**config.mk**
```make
export PLATFORM = sky130hd
export DESIGN_NAME = nrzi_phase_lock_decoder
export DESIGN_NICKNAME = d
export VERILOG_FILES = /design/src/rtl/nrzi_pkg.sv /design/src/rtl/nrzi_sync_2ff.sv /design/src/rtl/nrzi_phase_lock_decoder.sv
export SDC_FILE = /design/constraint.sdc
export NUM_CORES = 1
export LEC_CHECK = 0
export BUFFER_PORTS_ARGS = -buffer_cell sky130_fd_sc_hd__buf_4
export CAP_MARGIN = 20
export CORE_MARGIN = 10
export CORE_UTILIZATION = 45
export DETAILED_ROUTE_END_ITERATION = 8
export PLACE_DENSITY_LB_ADDON = 0.12
export RECOVER_POWER = 50
export SLEW_MARGIN = 10
export SYNTH_ARGS = -nofsm -noshare
export SYNTH_HDL_FRONTEND = slang
export SYNTH_SLANG_ARGS = --single-unit
```
**constraint.sdc**
```tcl
create_clock -name clk_x4_i -period 2 [get_ports clk_x4_i]
set_input_delay 0 -clock clk_x4_i [delete_from_list [all_inputs] [get_ports clk_x4_i]]
set_output_delay 0 -clock clk_x4_i [all_outputs]
set_load 0.02 [all_outputs]
```
**src/rtl/nrzi_pkg.sv**
```systemverilog
// rtl/nrzi_pkg.sv - shared constants and types for the NRZI phase-lock decoder
package nrzi_pkg;

   localparam int OVERSAMPLE     = 4;
   localparam int SYNC_ZEROS     = 10;
   localparam int LOCK_LOSS_BITS = 16;

   typedef logic [1:0] ph_t;
   typedef logic [3:0] zrun_t;

   typedef enum logic {
      LOCK_IDLE = 1'b0,
      LOCK_HELD = 1'b1
   } lock_state_e;

   // An edge cycle counts as phase 0, so the counter resumes at 1; the tick fires leaving mid-bit-1.
   localparam ph_t   PH_EDGE   = ph_t'(1);
   localparam ph_t   PH_TICK   = ph_t'(OVERSAMPLE / 2 - 1);
   localparam zrun_t ZRUN_SYNC = zrun_t'(SYNC_ZEROS);
   localparam zrun_t ZRUN_LOSS = zrun_t'(LOCK_LOSS_BITS - 1);

   function automatic zrun_t zrun_next(input zrun_t zrun, input logic bit_val);
      zrun_t r;
      r = zrun;
      if (bit_val)
         r = '0;
      else if (zrun != '1)
         r = zrun + zrun_t'(1);
      return r;
   endfunction

endpackage

```
**src/rtl/nrzi_sync_2ff.sv**
```systemverilog
// rtl/nrzi_sync_2ff.sv - two-flop synchronizer for the asynchronous NRZI line
module nrzi_sync_2ff (
   input  logic clk,
   input  logic rst_n,
   input  logic d,
   output logic q
);

   logic meta;

   always_ff @(posedge clk or negedge rst_n) begin
      if (!rst_n) begin
         meta <= 1'b0;
         q    <= 1'b0;
      end else begin
         meta <= d;
         q    <= meta;
      end
   end

endmodule

```
**src/rtl/nrzi_phase_lock_decoder.sv**
```systemverilog
// rtl/nrzi_phase_lock_decoder.sv - 4x oversampled NRZI decoder with phase realignment, lock and sync detect
module nrzi_phase_lock_decoder
   import nrzi_pkg::*;
(
   input  logic clk_x4_i,
   input  logic rst_ni,
   input  logic nrzi_i,
   output logic clk_o,
   output logic clk_main_tick_no,
   output logic data_o,
   output logic valid_o,
   output logic sync_o
);

   logic        line_sync;
   logic        line_hist;
   logic        edge_det;
   logic        tick;
   ph_t         ph_q;
   logic        edge_seen_q;
   zrun_t       zrun_q;
   logic        tick_n_q;
   logic        data_q;
   logic        sync_q;
   lock_state_e lock_q;
   lock_state_e lock_d;

   nrzi_sync_2ff u_sync (
      .clk   (clk_x4_i),
      .rst_n (rst_ni),
      .d     (nrzi_i),
      .q     (line_sync)
   );

   assign edge_det = line_sync ^ line_hist;
   // An edge landing on the tick cycle wins: the counter realigns and the bit is reported one cycle later.
   assign tick     = (ph_q == PH_TICK) && !edge_det;

   always_ff @(posedge clk_x4_i or negedge rst_ni) begin
      if (!rst_ni) begin
         line_hist   <= 1'b0;
         ph_q        <= '0;
         edge_seen_q <= 1'b0;
         zrun_q      <= '0;
         tick_n_q    <= 1'b1;
         data_q      <= 1'b0;
         sync_q      <= 1'b0;
      end else begin
         line_hist <= line_sync;
         ph_q      <= edge_det ? PH_EDGE : ph_q + ph_t'(1);
         tick_n_q  <= !tick;
         sync_q    <= tick && edge_seen_q && (zrun_q >= ZRUN_SYNC);

         if (edge_det)
            edge_seen_q <= 1'b1;
         else if (tick)
            edge_seen_q <= 1'b0;

         if (tick) begin
            data_q <= edge_seen_q;
            zrun_q <= zrun_next(zrun_q, edge_seen_q);
         end
      end
   end

   always_ff @(posedge clk_x4_i or negedge rst_ni) begin
      if (!rst_ni)
         lock_q <= LOCK_IDLE;
      else
         lock_q <= lock_d;
   end

   always_comb begin
      lock_d = lock_q;
      if (tick) begin
         case (lock_q)
            LOCK_IDLE: if (edge_seen_q) lock_d = LOCK_HELD;
            LOCK_HELD: if (!edge_seen_q && zrun_q == ZRUN_LOSS) lock_d = LOCK_IDLE;
            default:   lock_d = LOCK_IDLE;
         endcase
      end
   end

   assign clk_o            = ph_q[1];
   assign clk_main_tick_no = tick_n_q;
   assign data_o           = data_q;
   assign sync_o           = sync_q;
   assign valid_o          = (lock_q == LOCK_HELD);

endmodule

```
==> metrics <==
Clock power frac 25.9%; Total Routing Usage GR 7.57%; design area between 700 and 800 µm²; placed cell area 663 µm²; Tightest Pin Transition 701 ps; Tcrit/Tclk final 71.9%; status completed; Yosys top cell by area dfrtp_1; syn_area_per_cell 12.3 µm²; number of CTS-inserted buffers 3; Synth Area in XOR/XNOR 2.75%; Switch Pwr 0.000243 W; P&R area growth vs syn 20.9%; CP required 2180 ps; sequential fraction of design power 49.4%; TritonCTS clock tree yes; most area-consuming cells after synthesis dfrtp_1 (55%), ha_1 (6.3%), dfstp_2 (4.4%), and3_1 (3.2%), xnor2_2 (2.7%); cell row count 13; RSZ-0062 raised after global routing false; Antenna Nets Post-Route 0; number of global-route vias before repair 440; routed wl met3 79 µm; first-pass GRT wire length 1.91 mm; fmax around 700 MHz; multiplexer area fraction after synthesis 2.54%; worst-case clock skew 6.23 ps; die width around 56 µm; gp weighted congestion 0.795; startpoint type of the worst setup path flop; DRC 0; Fin Setup TNS 0 ps; Mapped Area 592 µm²; Tmin final 1440 ps; Internal between 0.0005 and 0.0006 W; endpoint class of the critical path flop; Iter 0 DRT Violations 20; Synth Area in Simple Gates 12.3%; synthesized instance count 48; post-synth net total 54; largest net degree at the start of global routing 15; crit path DAT 1620 ps; top flop regs zrun_q: 4 flops, ph_q: 2 flops; Resized Gates After CTS 0; starting density of the core 46.6%; Slew Limit Fails 0; Seq/Total Area, Yosys between 50% and 60%; Syn. warnings 0; port bufs 7; Comb power frac 24.7%; Worst-path clk slew 80 ps; WL/cell 14.7 µm; leakage power 0.356 nW; Max Fanout on Critical Path 9; DR pass1 iterations 4; total die area ~3200 µm²; Pwr Density around 1100 nW/µm²; Adder-Cell Fraction of Synth Area under 10%; antenna violations before repair 0; Setup violations, final 0; post-synth top area share 55.0%; clock latency on the worst-skew pair just under 300 ps; Fillers 106; root buf cell clkbuf_4; IO Count 8; relative slew slack 53.3%; Yosys cell types 24; Final HPWL DP 843 µm; via count 419; commonest non-fill, non-tap cell in the layout dfrtp_1; H-tree Lvls 1; met2 wire len between 500 and 600 µm; Ant. Diodes 0; postcts setup bufs 0; Core Area 1270 µm²; switching share of power 31.1%; Setup CP Type reg2reg; hold buffer count at cts 2; GR Overflow Total 0; final WL 1.12 mm; Hold WC Path Type in2async; Met1 Wirelength between 400 and 500 µm; top routing layer used met4; Yosys reg bits 14; compound-cell area share of the yosys netlist 14.2%; most frequent cells in the layout dfrtp_1 (13), buf_4 (5), clkbuf_4 (4); Hold Vio Cnt, Final 0; ratio of cells with drive above 1 in the final layout a little over a quarter; largest family of logic cells by synthesized area compound AO/OA/AOI/OAI gates; Die Y-Extent 56.3 µm; Max Cap Violations 0; CTS Buffer Depth 2; Layout Nets 68; most flop-heavy register zrun_q; clock sink count 14; max reg flops 4; VDD IR max 0.000583 V; vias per cell 5.51
-- path summary, 6_finish.rpt --
kind / start / end / cells after the start / slack (ps)
max: u_sync.q$_DFF_PN0_ / data_o$_DFFE_PN0N_ / 4 / 560
min: rst_ni / zrun_q[1]$_DFFE_PN0P_ / 2 / 260
max reg2reg: u_sync.q$_DFF_PN0_ / data_o$_DFFE_PN0N_ / 4 / 560
min reg2reg: u_sync.meta$_DFF_PN0_ / u_sync.q$_DFF_PN0_ / 0 / 370
max in group asynchronous: rst_ni / line_hist$_DFF_PN0_ / 2 / 1290
min in group clk_x4_i: u_sync.meta$_DFF_PN0_ / u_sync.q$_DFF_PN0_ / 0 / 370
-- synthesized netlist by cell type --
cell,number
a211o_1,1
a21oi_1,2
a22o_1,1
a31o_2,1
a31oi_1,2
a32o_1,1
and2_4,1
and3_1,3
and4_1,1
dfrtp_1,13
dfstp_2,1
ha_1,3
inv_1,3
inv_2,1
mux2_4,1
nand2_1,2
nand3_1,2
nor2_1,2
nor2b_1,1
nor3_1,1
o211ai_1,1
o21ai_0,2
o31ai_1,1
xnor2_2,1
-- power groups by stage --
stage               clock network, W  registers (W)  logic (W)
floorplan                          0       0.000403   0.000107
global placement                   0       0.000388   0.000187
detailed placement                 0       0.000391   0.000194
CTS                         0.000206       0.000386   0.000198
global route                0.000222       0.000394   0.000215
finish                      0.000203       0.000386   0.000193
-- routing by layer --
layer,vias up,global-route usage (%)
met3,6,2.70
met5,-,0
li1,199,-
met1,200,7.14
met4,0,6.19
met2,14,12.8
-- worst max-delay path: stages, from the launching register on --
cell and delay (ps):
dfrtp_1 410, xnor2_2 320, and2_4 240, inv_2 60
mux2_4 290
-- area by class of cell --
class / instances / area, µm² / area share [%]
clock buffer: 4 / 36.3 / 5.07
inverter: 4 / 15.0 / 2.10
multi-input combinational: 30 / 225 / 31.5
sequential: 14 / 352 / 49.1
tap: 15 / 18.8 / 2.62
timing repair buffer: 9 / 68.8 / 9.62
-- stage by stage --
step | total power (W) | worst slack (ps) | cells | utilization [%] | hold WS [ps]
global route | 0.000831 | 478 | 76 | 56.4 | 354
CTS | 0.000790 | 561 | 76 | 56.7 | 92.3
finish | 0.000783 | 561 | 76 | 56.4 | 263
detailed placement | 0.000586 | 576 | 70 | 52.3 | -146
floorplan | 0.000510 | 610 | 48 | - | -296
global placement | 0.000575 | 621 | 70 | 52.3 | -151
-- kinds of logic (layout without fill, tap and decap cells) --
group,count (synthesis),after routing
fa+ha+maj,3,3
flops,14,14
compound gates,12,12
xor+xnor,1,1
buf+inv,4,17
mux,1,1
simple gates,13,13
Power figures use the tool's default switching activity.
